`src/rtl/div_unit.sv`:
```
// div_unit - multi-cycle radix-2 restoring divider for the EX stage.
//
// Produces quotient and remainder of two WIDTH-bit operands, signed or
// unsigned, retiring one quotient bit per clock. Operands are reduced to
// magnitudes on acceptance, divided as unsigned numbers, and the signs are
// restored in a single correction cycle at the end.
//
// Ports
//   clk           clock, all state changes on the rising edge
//   rst           synchronous reset, active low
//   signed_div_i  1 = signed divide, 0 = unsigned; sampled with start_i
//   opdata1_i     dividend; sampled with start_i
//   opdata2_i     divisor; sampled with start_i
//   start_i       request, held high until ready_o has been seen
//   annul_i       cancels the current operation (pipeline flush)
//   result_o      {remainder, quotient}, meaningful only while ready_o = 1
//   ready_o       result valid
//   pausereq_o    stall request towards ctrl: start_i & ~ready_o
module div_unit #(
  parameter int WIDTH = 32,
  parameter int CNT_W = 6
) (
  input  logic               clk,
  input  logic               rst,
  input  logic               signed_div_i,
  input  logic [WIDTH-1:0]   opdata1_i,
  input  logic [WIDTH-1:0]   opdata2_i,
  input  logic               start_i,
  input  logic               annul_i,
  output logic [2*WIDTH-1:0] result_o,
  output logic               ready_o,
  output logic               pausereq_o
);

  typedef enum logic [1:0] {
    ST_FREE,
    ST_BYZERO,
    ST_ON,
    ST_END
  } divState_e;

  localparam logic [WIDTH-1:0] ONE      = WIDTH'(1);
  localparam logic [CNT_W-1:0] LAST_CNT = CNT_W'(WIDTH);

  divState_e        state_q;
  logic [CNT_W-1:0] count_q;
  logic [WIDTH-1:0] partRem_q;
  logic [WIDTH-1:0] dividend_q;
  logic [WIDTH-1:0] divisor_q;
  logic             negQuot_q;
  logic             negRem_q;

  logic [WIDTH:0]   shifted;
  logic             canSub;
  logic [WIDTH-1:0] partRem_d;
  logic [WIDTH-1:0] dividend_d;
  logic [WIDTH-1:0] absOp1;
  logic [WIDTH-1:0] absOp2;
  logic [WIDTH-1:0] quotFinal;
  logic [WIDTH-1:0] remFinal;

  // One restoring step: the top bit of the working dividend shifts into the
  // partial remainder and the trial-subtract outcome shifts in as a new
  // quotient bit, so after WIDTH steps dividend_q holds the quotient.
  // The compare is WIDTH+1 bits wide because the shifted remainder can
  // exceed WIDTH bits; the difference itself always fits in WIDTH bits.
  always_comb begin
    shifted    = {partRem_q, dividend_q[WIDTH-1]};
    canSub     = shifted >= {1'b0, divisor_q};
    partRem_d  = canSub ? (shifted[WIDTH-1:0] - divisor_q) : shifted[WIDTH-1:0];
    dividend_d = {dividend_q[WIDTH-2:0], canSub};
  end

  // Magnitudes of the incoming operands. The most negative value negates to
  // itself, which read as unsigned is exactly its magnitude.
  always_comb begin
    absOp1 = (signed_div_i && opdata1_i[WIDTH-1]) ? (~opdata1_i + ONE) : opdata1_i;
    absOp2 = (signed_div_i && opdata2_i[WIDTH-1]) ? (~opdata2_i + ONE) : opdata2_i;
  end

  // Sign restoration: the quotient is negative when the operand signs
  // differ, and the remainder takes the sign of the dividend.
  always_comb begin
    quotFinal = negQuot_q ? (~dividend_q + ONE) : dividend_q;
    remFinal  = negRem_q  ? (~partRem_q  + ONE) : partRem_q;
  end

  assign pausereq_o = start_i & ~ready_o;

  // Control FSM and datapath registers. Reset beats annul, annul beats
  // start. Operands are copied on acceptance, so later input changes do not
  // disturb a running division.
  always_ff @(posedge clk) begin
    if (!rst) begin
      state_q    <= ST_FREE;
      count_q    <= '0;
      partRem_q  <= '0;
      dividend_q <= '0;
      divisor_q  <= '0;
      negQuot_q  <= 1'b0;
      negRem_q   <= 1'b0;
      result_o   <= '0;
      ready_o    <= 1'b0;
    end else if (annul_i) begin
      state_q  <= ST_FREE;
      count_q  <= '0;
      result_o <= '0;
      ready_o  <= 1'b0;
    end else begin
      case (state_q)
        ST_FREE: begin
          if (start_i) begin
            negQuot_q  <= signed_div_i & (opdata1_i[WIDTH-1] ^ opdata2_i[WIDTH-1]);
            negRem_q   <= signed_div_i & opdata1_i[WIDTH-1];
            dividend_q <= absOp1;
            divisor_q  <= absOp2;
            partRem_q  <= '0;
            count_q    <= '0;
            state_q    <= (opdata2_i == '0) ? ST_BYZERO : ST_ON;
          end
        end
        ST_BYZERO: begin
          result_o <= '0;
          ready_o  <= 1'b1;
          state_q  <= ST_END;
        end
        ST_ON: begin
          // Once all WIDTH bits are done, spend one cycle fixing up signs.
          if (count_q == LAST_CNT) begin
            result_o <= {remFinal, quotFinal};
            ready_o  <= 1'b1;
            state_q  <= ST_END;
          end else begin
            partRem_q  <= partRem_d;
            dividend_q <= dividend_d;
            count_q    <= count_q + CNT_W'(1);
          end
        end
        ST_END: begin
          // Hold the result until the requester drops start_i.
          if (!start_i) begin
            result_o <= '0;
            ready_o  <= 1'b0;
            state_q  <= ST_FREE;
          end
        end
        default: begin
          state_q <= ST_FREE;
        end
      endcase
    end
  end

endmodule
```
`config.mk`:
```
export PLATFORM = sky130hd
export DESIGN_NAME = div_unit
export DESIGN_NICKNAME = d
export VERILOG_FILES = /design/src/rtl/div_unit.sv
export SDC_FILE = /design/constraint.sdc
export NUM_CORES = 1
export LEC_CHECK = 0
export BUFFER_PORTS_ARGS = -buffer_cell sky130_fd_sc_hd__buf_2
export CORE_UTILIZATION = 60
export CTS_CLUSTER_DIAMETER = 200
export DETAILED_ROUTE_END_ITERATION = 10
export PLACE_DENSITY = 0.82
export SYNTH_ARGS = -nofsm -noshare
export SYNTH_HDL_FRONTEND = slang
export SYNTH_SLANG_ARGS = --single-unit
export TNS_END_PERCENT = 5
```
`constraint.sdc`:
```
create_clock -name clk -period 7.3 [get_ports clk]
set_clock_uncertainty 0.15 [all_clocks]
set_input_delay 1.095 -clock clk [delete_from_list [all_inputs] [get_ports clk]]
set_output_delay 1.095 -clock clk [all_outputs]
set_load 0.01 [all_outputs]
```
==> flow_summary.toml <==
[worst_setup_path]
critPathLaunch = "partRem_q[19]"
cp_max_fo = 50
worst-r2r-cell-count = 10
regToRegStartpoint = "partRem_q[19]"
critPathKind = "reg2reg"
r2r_setup_slack_ns = 3.07
worstPathArrival_ns = 4.35
critPathCaptureType = "flop"
crit_path_end = "partRem_q[27]"
start_kind = "flop"
worstReg2RegEnd = "partRem_q[27]"
worstPathRequired_ns = 7.42

[global_routing]
track_usage = 0.302
grt_max_degree = 87
grt_pass1_vias = 8742
gr-total-overflow = 0
grt_antenna_before_repair = 1
grt_pass1_wl_um = 44400

[drt]
wl_met2_um = 11600
avgViaCountPerCell = 6.00
wl_met1_um = 13700
via_count = 10545
met3_length_um = 2520
top_layer_used = "met5"
ant_nets = 0
detail_route.wirelength_um = 28300
avgRoutedWirePerCell_um = 16.1
drc_errors = 2
dr.pass1.iters = 8
drt-initial-drc-count = 1021

[status]
status = "finished, violations left"
failed_checks = "DRC"

[layout]
layout_common_cells = "nand2_1, dfxtp_1, buf_2"
final_util = 0.682
n_antenna_cell = 0
nets = 1628
fin_cells = 1757
syn_to_final_growth_pct = 11.7
final_area_mm2 = 0.0123
layout_commonest_cell = "nand2_1"
layout-drive-gt1-share = 0.125

[placed_design]
routabilityCongestion = 0.969
post_dp_cell_area_mm2 = 0.0117
hpwl_um = 21000
io_buffer_count = 134
dp.cells = 1726
dp_worst_setup_slack_ns = 2.84

[synth]
async_flop_share = 0
seq_area_frac_synth = 0.312
synth-edff-count = 0
yosys_warnings = 0
synth-main-ff-cell = "dfxtp_1"
synthDistinctLibCells = 59
synthCells = 1440
syn_nets = 1552
synth.ff_latch_count = 171
syn_avg_cell_area_um2 = 7.62
syn-cell-area_mm2 = 0.0110

[floorplan]
top_level_ports = 135
die_h_um = 137
start_util = 0.611
die_area_mm2 = 0.0188
fp.dieW_um = 137
rows = 49
coreArea_mm2 = 0.0180

[cts]
cts.path.max_buffers = 2
hold_buffers = 0
cts_resized = 0
cts_tree = "done"
numCtsBuffers = 17
path_clk_slew_ns = 0.06
clkLatencyLatePin_ns = 0.43
cts_setup_buffers = 0
cts_root_buffer = "clkbuf_16"
clkSinkCount = 171
cts_max_level = 4

[hold_path]
min_path_type = "reg2reg"

[power]
total_power_mw = 2.33
vdd_drop_max_mv = 0.159
leakage_nw = 5.26
power_density_mw_per_mm2 = 190

[sta]
tightest_slew_ns = 1.17
layout_min_cycle_time_ns = 4.23
post-route-period-util = 0.579
hold_ws_ns = 0.297
fmax_mhz = 237
tns_ns = 0
hold_viol = 0
rsz0062_at_grt = "false"
maxSlewViolCount = 0
layout_setup_ws_ns = 3.07
relSlewSlack = 0.217
finalSetupViolCount = 0

[run]
drv_cap = 0
## critical path, cell delays in order (launching register included)
cell,delay [ns]
dfxtp_1,0.51
ha_1,0.40
a21oi_1,0.24
o21ai_0,0.17
a2111oi_0,0.77
o21ai_0,0.19
nor4_1,0.70
nor2_4,0.40
and3_1,0.31
mux2i_1,0.12
o211ai_1,0.10
## layer usage
layer	global-route usage	up-vias
met3	0.0574	34
met2	0.418	413
met1	0.465	4846
met4	0.0891	2
met5	0	-
li1	-	5250
## state kept, by name (all words and copies together), names as in the netlist
register	flops
count_q	6
negRem_q	1
result_o	64
state_q	2
negQuot_q	1
partRem_q	32
ready_o	1
divisor_q	32
dividend_q	32
## report_power, final
| group | total, mW | switching [mW] | internal [mW] |
|---|---|---|---|
| clock network | 0.879 | 0.389 | 0.490 |
| registers | 0.997 | 0.0344 | 0.963 |
| logic | 0.457 | 0.284 | 0.173 |
## area by class of cell
type | instances | area, µm²
Timing Repair Buffer | 143 | 738
Clock inverter | 12 | 114
Inverter | 56 | 210
Sequential cell | 171 | 3420
Tap cell | 229 | 287
Fill cell | 1538 | 5710
Clock buffer | 19 | 453
Multi-Input combinational cell | 1127 | 7030
## worst min-delay path by stage
stage | from | slack, ns | cells past startpoint | to
2_1_floorplan | divisor_q[31] | 0.29 | 2 | divisor_q[31]
3_3_place_gp | result_o[26] | 0.28 | 2 | result_o[26]
3_5_place_dp | result_o[61] | 0.29 | 2 | result_o[61]
4_1_cts | result_o[37] | 0.30 | 2 | result_o[37]
5_1_grt | result_o[33] | 0.31 | 2 | result_o[33]
6_report | result_o[37] | 0.30 | 2 | result_o[37]
## cells in the mapped netlist (all sizes together) (12+ instances only)
cell type,count,area [µm²]
nor3,23,115
inv,56,210
or4,20,163
nand2b,14,87.6
nor4,15,93.8
o21ai,122,611
a21oi,89,445
o31ai,18,135
mux2i,13,130
o41ai,21,203
o211a,23,230
xor2,56,490
nand2,234,878
xnor2,86,753
a22o,12,105
clkbuf,84,315
a22oi,32,240
nor2,107,402
a21o,22,165
a21boi,34,255
dfxtp,171,3420
ha,42,526
nand3,38,190
## kinds of logic (layout without fill, tap and decap cells)
kind of cell,count (synthesis),count (layout),share of synthesized area
compound gates,430,430,0.259
flops,171,171,0.312
fa+ha+maj,43,43,0.0497
xor+xnor,142,142,0.113
mux,13,13,0.0119
buf+inv,142,230,0.0487
simple gates,499,499,0.205
Note: power is estimated with default switching activity, not from simulation.
